===== config.mk =====
export PLATFORM = sky130hd
export DESIGN_NAME = board_ctrl_flat
export DESIGN_NICKNAME = d
export VERILOG_FILES = /design/src/rtl/board_ctrl_if.sv /design/src/rtl/board_ctrl.sv /design/src/flat_wrapper.sv
export SDC_FILE = /design/constraint.sdc
export NUM_CORES = 1
export LEC_CHECK = 0
export BUFFER_PORTS_ARGS = -buffer_cell sky130_fd_sc_hd__buf_4
export CAP_MARGIN = 40
export CORE_UTILIZATION = 54
export DETAILED_ROUTE_END_ITERATION = 10
export HOLD_SLACK_MARGIN = 0.02
export PLACE_DENSITY = 0.77
export SLEW_MARGIN = 30
export SYNTH_ARGS = -nofsm -noshare
export SYNTH_HDL_FRONTEND = slang
export SYNTH_SLANG_ARGS = --single-unit

===== constraint.sdc =====
create_clock -name clk -period 3.2 [get_ports clk]
set_input_delay 0.8 -clock clk [delete_from_list [all_inputs] [get_ports clk]]
set_output_delay 0.8 -clock clk [all_outputs]
set_load 0.01 [all_outputs]

===== src/rtl/board_ctrl_if.sv =====
// Button/frame inputs and display-state outputs of the tic-tac-toe board controller.
// The master drives buttons and vblnk; the slave (board_ctrl) publishes the display state.
interface board_ctrl_if;
    logic        vblnk;
    logic        btn_up;
    logic        btn_down;
    logic        btn_left;
    logic        btn_right;
    logic        btn_sel;
    logic        btn_restart;
    logic [17:0] cell_state;
    logic [3:0]  cursor;
    logic [1:0]  turn;
    logic        game_over;
    logic [1:0]  winner;
    logic [8:0]  win_line;
    logic        move_err;

    modport master (
        output vblnk, btn_up, btn_down, btn_left, btn_right, btn_sel, btn_restart,
        input  cell_state, cursor, turn, game_over, winner, win_line, move_err
    );

    modport slave (
        input  vblnk, btn_up, btn_down, btn_left, btn_right, btn_sel, btn_restart,
        output cell_state, cursor, turn, game_over, winner, win_line, move_err
    );
endinterface


===== src/rtl/board_ctrl.sv =====
// Game-state controller for the 3x3 grid: board, cursor, turn, win/draw detection,
// with display state shadowed on the rising edge of vblnk so a frame never tears.
module board_ctrl #(
    parameter int CURSOR_INIT         = 4,
    parameter int FIRST_PLAYER        = 1,
    parameter int MOVE_TIMEOUT_FRAMES = 600
) (
    input logic         clk,
    input logic         rst,
    board_ctrl_if.slave bus
);
    typedef enum logic [1:0] {S_PLAY, S_CHECK, S_OVER} state_t;

    localparam logic [3:0] CUR_INIT = 4'(CURSOR_INIT);
    localparam logic [1:0] P_INIT   = 2'(FIRST_PLAYER);
    localparam logic [9:0] TO_LAST  = 10'(MOVE_TIMEOUT_FRAMES - 1);
    localparam bit         TO_EN    = (MOVE_TIMEOUT_FRAMES != 0);

    state_t      state, state_n;
    logic [17:0] board, board_n;
    logic [3:0]  cur, cur_n, col;
    logic [1:0]  turn_r, turn_n;
    logic [9:0]  timer, timer_n;
    logic [1:0]  winner_r, winner_n;
    logic [8:0]  line_r, line_n;
    logic        err_n;
    logic        vblnk_d, fe;
    logic [8:0]  mine, full, hits;

    function automatic logic [8:0] line_mask(input int k);
        case (k)
            0:       line_mask = 9'b000_000_111;
            1:       line_mask = 9'b000_111_000;
            2:       line_mask = 9'b111_000_000;
            3:       line_mask = 9'b001_001_001;
            4:       line_mask = 9'b010_010_010;
            5:       line_mask = 9'b100_100_100;
            6:       line_mask = 9'b100_010_001;
            default: line_mask = 9'b001_010_100;
        endcase
    endfunction

    function automatic logic [1:0] other(input logic [1:0] p);
        other = (p == 2'b01) ? 2'b10 : 2'b01;
    endfunction

    assign fe  = bus.vblnk & ~vblnk_d;
    assign col = cur % 4'd3;

    // Lines completed by the player to move; used only in CHECK, after the placement.
    always_comb begin
        mine = '0;
        full = '0;
        hits = '0;
        for (int i = 0; i < 9; i++) begin
            mine[i] = (board[2*i +: 2] == turn_r);
            full[i] = (board[2*i +: 2] != 2'b00);
        end
        for (int k = 0; k < 8; k++) begin
            if ((mine & line_mask(k)) == line_mask(k))
                hits = hits | line_mask(k);
        end
    end

    always_comb begin
        state_n  = state;
        board_n  = board;
        cur_n    = cur;
        turn_n   = turn_r;
        timer_n  = timer;
        winner_n = winner_r;
        line_n   = line_r;
        err_n    = 1'b0;
        if (bus.btn_restart) begin
            state_n  = S_PLAY;
            board_n  = '0;
            cur_n    = CUR_INIT;
            turn_n   = P_INIT;
            timer_n  = '0;
            winner_n = '0;
            line_n   = '0;
        end else begin
            case (state)
                S_PLAY: begin
                    if (TO_EN && fe) begin
                        if (timer == TO_LAST) begin
                            timer_n = '0;
                            turn_n  = other(turn_r);
                        end else begin
                            timer_n = timer + 10'd1;
                        end
                    end
                    // An accepted sel overrides a forfeit landing on the same cycle.
                    if (bus.btn_sel) begin
                        if (board[{cur, 1'b0} +: 2] == 2'b00) begin
                            board_n[{cur, 1'b0} +: 2] = turn_r;
                            turn_n  = turn_r;
                            timer_n = '0;
                            state_n = S_CHECK;
                        end else begin
                            err_n = 1'b1;
                        end
                    end else if (bus.btn_up) begin
                        cur_n = (cur < 4'd3) ? cur + 4'd6 : cur - 4'd3;
                    end else if (bus.btn_down) begin
                        cur_n = (cur > 4'd5) ? cur - 4'd6 : cur + 4'd3;
                    end else if (bus.btn_left) begin
                        cur_n = (col == 4'd0) ? cur + 4'd2 : cur - 4'd1;
                    end else if (bus.btn_right) begin
                        cur_n = (col == 4'd2) ? cur - 4'd2 : cur + 4'd1;
                    end
                end
                S_CHECK: begin
                    if (hits != 9'd0) begin
                        state_n  = S_OVER;
                        winner_n = turn_r;
                        line_n   = hits;
                    end else if (&full) begin
                        state_n  = S_OVER;
                        winner_n = 2'b11;
                    end else begin
                        state_n = S_PLAY;
                        turn_n  = other(turn_r);
                    end
                end
                S_OVER: begin
                    err_n = bus.btn_sel | bus.btn_up | bus.btn_down | bus.btn_left | bus.btn_right;
                end
                default: state_n = S_PLAY;
            endcase
        end
    end

    always_ff @(posedge clk) begin
        if (!rst) begin
            state          <= S_PLAY;
            board          <= '0;
            cur            <= CUR_INIT;
            turn_r         <= P_INIT;
            timer          <= '0;
            winner_r       <= '0;
            line_r         <= '0;
            vblnk_d        <= 1'b0;
            bus.move_err   <= 1'b0;
            bus.cell_state <= '0;
            bus.cursor     <= CUR_INIT;
            bus.turn       <= P_INIT;
            bus.game_over  <= 1'b0;
            bus.winner     <= '0;
            bus.win_line   <= '0;
        end else begin
            state        <= state_n;
            board        <= board_n;
            cur          <= cur_n;
            turn_r       <= turn_n;
            timer        <= timer_n;
            winner_r     <= winner_n;
            line_r       <= line_n;
            vblnk_d      <= bus.vblnk;
            bus.move_err <= err_n;
            // Display copies take the pre-update state, so a result lands one frame later.
            if (fe) begin
                bus.cell_state <= board;
                bus.cursor     <= cur;
                bus.turn       <= turn_r;
                bus.game_over  <= (state == S_OVER);
                bus.winner     <= winner_r;
                bus.win_line   <= line_r;
            end
        end
    end
endmodule

===== src/flat_wrapper.sv =====
// flat-port wrapper written by rule: the top's interface ports become plain ports
module board_ctrl_flat 
#(
    parameter int CURSOR_INIT         = 4,
    parameter int FIRST_PLAYER        = 1,
    parameter int MOVE_TIMEOUT_FRAMES = 600
)
  (clk, rst, bus_vblnk, bus_btn_up, bus_btn_down, bus_btn_left, bus_btn_right, bus_btn_sel, bus_btn_restart, bus_cell_state, bus_cursor, bus_turn, bus_game_over, bus_winner, bus_win_line, bus_move_err);
  board_ctrl_if bus_i ();
  input logic clk;
  input logic rst;
  input wire logic [$bits(bus_i.vblnk)-1:0] bus_vblnk;
  input wire logic [$bits(bus_i.btn_up)-1:0] bus_btn_up;
  input wire logic [$bits(bus_i.btn_down)-1:0] bus_btn_down;
  input wire logic [$bits(bus_i.btn_left)-1:0] bus_btn_left;
  input wire logic [$bits(bus_i.btn_right)-1:0] bus_btn_right;
  input wire logic [$bits(bus_i.btn_sel)-1:0] bus_btn_sel;
  input wire logic [$bits(bus_i.btn_restart)-1:0] bus_btn_restart;
  output wire logic [$bits(bus_i.cell_state)-1:0] bus_cell_state;
  output wire logic [$bits(bus_i.cursor)-1:0] bus_cursor;
  output wire logic [$bits(bus_i.turn)-1:0] bus_turn;
  output wire logic [$bits(bus_i.game_over)-1:0] bus_game_over;
  output wire logic [$bits(bus_i.winner)-1:0] bus_winner;
  output wire logic [$bits(bus_i.win_line)-1:0] bus_win_line;
  output wire logic [$bits(bus_i.move_err)-1:0] bus_move_err;
  assign bus_i.vblnk = bus_vblnk;
  assign bus_i.btn_up = bus_btn_up;
  assign bus_i.btn_down = bus_btn_down;
  assign bus_i.btn_left = bus_btn_left;
  assign bus_i.btn_right = bus_btn_right;
  assign bus_i.btn_sel = bus_btn_sel;
  assign bus_i.btn_restart = bus_btn_restart;
  assign bus_cell_state = bus_i.cell_state;
  assign bus_cursor = bus_i.cursor;
  assign bus_turn = bus_i.turn;
  assign bus_game_over = bus_i.game_over;
  assign bus_winner = bus_i.winner;
  assign bus_win_line = bus_i.win_line;
  assign bus_move_err = bus_i.move_err;
  board_ctrl #(.CURSOR_INIT(CURSOR_INIT), .FIRST_PLAYER(FIRST_PLAYER), .MOVE_TIMEOUT_FRAMES(MOVE_TIMEOUT_FRAMES)) u_core (.clk(clk), .rst(rst), .bus(bus_i));
endmodule

==> impl_results.md <==
* Syn_nets at 616
* Final nets at 666
* Port-buffer cells at 45
* CP Capture Type: flip-flop
* Syn Area/Cell at 7.98 um^2
* Full die area at 0.00913 mm^2
* Total GRT Usage at 28.7%
* Diode count at 0
* VDD IR max at 0.201 mV
* Rel. slew slack at 51.0%
* Depth of the CTS H-tree at 3
* Register area at 0.00170 mm^2
* Clk sinks at 85
* Leakage at 2.04 nW
* Gate Count Post-Synth at 592
* Fin Hold WS at 456 ps
* Cells on worst reg2reg path at 15
* Worst path arrival time at 3300 ps
* Top-Level Pins at 46
* Most common cell in the netlist: nand2_1
* Area of the multi-input gates at 0.00286 mm^2
* Chip width at 95.5 um
* Final Wtd Congestion at 0.933
* Final setup vio count at 0
* Worst-Skew Late Latency at 370 ps
* Share of layout cells above drive strength 1 at 17.9%
* DR WL/cell at 16.8 um
* Final Skew at 13.0 ps
* Core Rows at 33
* Commonest cells in the netlist: nand2_1, dfxtp_1, nor2_1
* Hold Path Class: reg -> reg
* Worst Path Required at 3450 ps
* Critical path class: reg -> reg
* Root Buffer: clkbuf_8
* Post-synth top area cell: dfxtp_1
* Final Hold Viols at 0
* Sequential area share after synthesis at 36.0%
* 1st-iter DRT viols at 320
* Yosys reg bits at 85
* Area Overhead vs Synth at 17.4%
* Warnings, synthesis at 0
* Tcrit/Tclk final at 95.1%
* Worst-path clk slew at 90 ps
* Critical Path Start Type: flip-flop
* Vias in the first global route at 4,163
* Synth async-reset ratio at 0%
* Largest net degree at the start of global routing at 40
* XOR/XNOR Fraction of Synth Area at 3.34%
* Avg Vias per Cell at 6.01
* Initial antenna violation count at 0
* Core box area at 0.00834 mm^2
* Iteration count of the initial detailed-routing pass at 5
* Post-synthesis instance area at 0.00472 mm^2
* Synth top area share at 36.0%
* Adder-Cell Fraction of Synth Area at 3.97%
* DR vias at 4,516
* DRC at 0
* Largest family of logic cells by synthesized area: simple AND/OR/NAND/NOR gates
* TritonCTS clock tree: yes
* Total CTS buffers at 9
* Congestion Overflow GR at 0
* Clock Path Buffers at 2
* Final wirelength at 12.6 mm
* Post-layout util at 66.5%
* Synth Flop Type: dfxtp_1
* Initial Util at 56.6%
* Tightest Pin Transition at 734 ps
* Hold buffers post-CTS at 0
* Max-slew violations at 0
* Worst-path fanout max at 3
* Dpl cell area at 0.00527 mm^2
* Fmax at 329 MHz
* Post-synthesis compound-gate area fraction at 20.1%
* Cell variety after synth at 62
* Die Height at 95.5 um
* Max cap viols at 0
* Cell area after layout at 0.00555 mm^2
* Pwr/cell area at 422 mW/mm^2
* First-pass GRT wire length at 20.1 mm
* Mux cell area share after synthesis at 3.81%
* Post-route ant nets at 0
* Status: finished, final reports clean
* Number of synthesized flops with an enable pin at 0
* HPWL after DPL at 9.23 mm
* Min cycle time layout at 3040 ps
* Largest cells by area after synthesis: dfxtp_1, nand2_1, a21boi_0
* Post-synthesis simple-gate area fraction at 28.3%
* Fillcell total at 735
* Min-Delay Path Depth at 2
-- layout make-up --
class / count / area share [%]
clock buffer: 10 / 2.48
inverter: 11 / 0.744
multi-input combinational: 458 / 51.5
timing repair buffer: 77 / 10.5
clock inverter: 6 / 1.69
tap: 105 / 2.37
sequential: 85 / 30.7
-- power breakdown --
| group | internal [mW] | total (mW) | switching (mW) |
|---|---|---|---|
| combinational | 0.148 | 0.375 | 0.227 |
| sequential | 1.07 | 1.08 | 0.0126 |
| clock | 0.468 | 0.885 | 0.417 |
-- per-layer routing --
| layer | share of wire, % | vias to the layer above | track usage (%) |
|---|---|---|---|
| met3 | 5.4 | 28 | 5.34 |
| met4 | 3.1 | 0 | 14.1 |
| met2 | 49 | 155 | 49.0 |
| met5 | 0 | - | 0 |
| met1 | 43 | 2112 | 34.6 |
| li1 | - | 2221 | - |
-- critical path: stages (launching register included) --
cell and delay, ps:
dfxtp_2 330, nand2b_4 140, inv_1 70, ha_1 130, inv_1 40, ha_2 170
nor2b_1 140, a221oi_2 280, ha_1 300, and2_1 150, o221a_2 120, a31o_2 230
a32oi_4 220, mux2i_1 130, a2111oi_2 370, a21oi_1 110
-- cells by family (layout without fill, tap and decap cells) --
logic type	Yosys count	in the layout
fa+ha+maj	15	15
simple gates	276	276
flops	85	85
buf+inv	49	104
compound gates	134	134
xor+xnor	18	18
mux	15	15
-- through the flow --
step | worst slack (ps) | setup TNS (ps) | std cells | total power [mW]
2_1_floorplan | 1.61 | 0 | 592 | 1.34
3_3_place_gp | 122 | 0 | 734 | 1.45
3_5_place_dp | 35.3 | 0 | 734 | 1.46
4_1_cts | 8.75 | 0 | 750 | 2.33
5_1_grt | -15.6 | -25.0 | 752 | 2.44
6_report | 158 | 0 | 752 | 2.34
-- final timing paths --
path,slack [ps],from,endpoint
setup / recovery,160,u_core.cur[3],u_core.cur[1]
hold / removal,460,u_core.line_r[7],u_core.bus.win_line[7]
setup reg to reg,160,u_core.cur[3],u_core.cur[1]
hold reg to reg,460,u_core.line_r[7],u_core.bus.win_line[7]
-- flip-flops by register name (all words and copies together) (netlist names) --
register               flops
u_core.board              18
u_core.bus.cell_state     18
u_core.bus.cursor          4
u_core.bus.game_over       1
u_core.bus.move_err        1
u_core.bus.turn            2
u_core.bus.win_line        9
u_core.bus.winner          2
u_core.cur                 4
u_core.line_r              9
u_core.state               2
u_core.timer              10
u_core.turn_r              2
u_core.vblnk_d             1
u_core.winner_r            2
-- layout by cell type, fill, tap and decap left out, types with 4 or more instances in the layout --
cell type  count
nor3_1        23
nand2b_1       9
a311oi_1       7
nor3b_1        4
nor2b_1       10
a21oi_1        9
xnor2_1       12
nor2_1        41
o22ai_1       10
o211ai_1       5
nand3b_1       6
ha_1          14
o21ai_0       25
or2_1          5
clkbuf_8      10
mux2i_1       12
a21boi_0      35
and2_1         8
inv_1          8
dfxtp_1       83
xor2_1         6
buf_4         76
nand2_1       99
nand4_1        9
a31oi_1        7
nand3_1       32
and3_1        16
-- timing repair --
action / CTS / global route
buffers inserted: 0 / 2
setup endpoints to repair: 0 / 4
gates resized for setup: 0 / 7
hold endpoints to repair: 0 / 0
(Power assumes the default switching activity.)
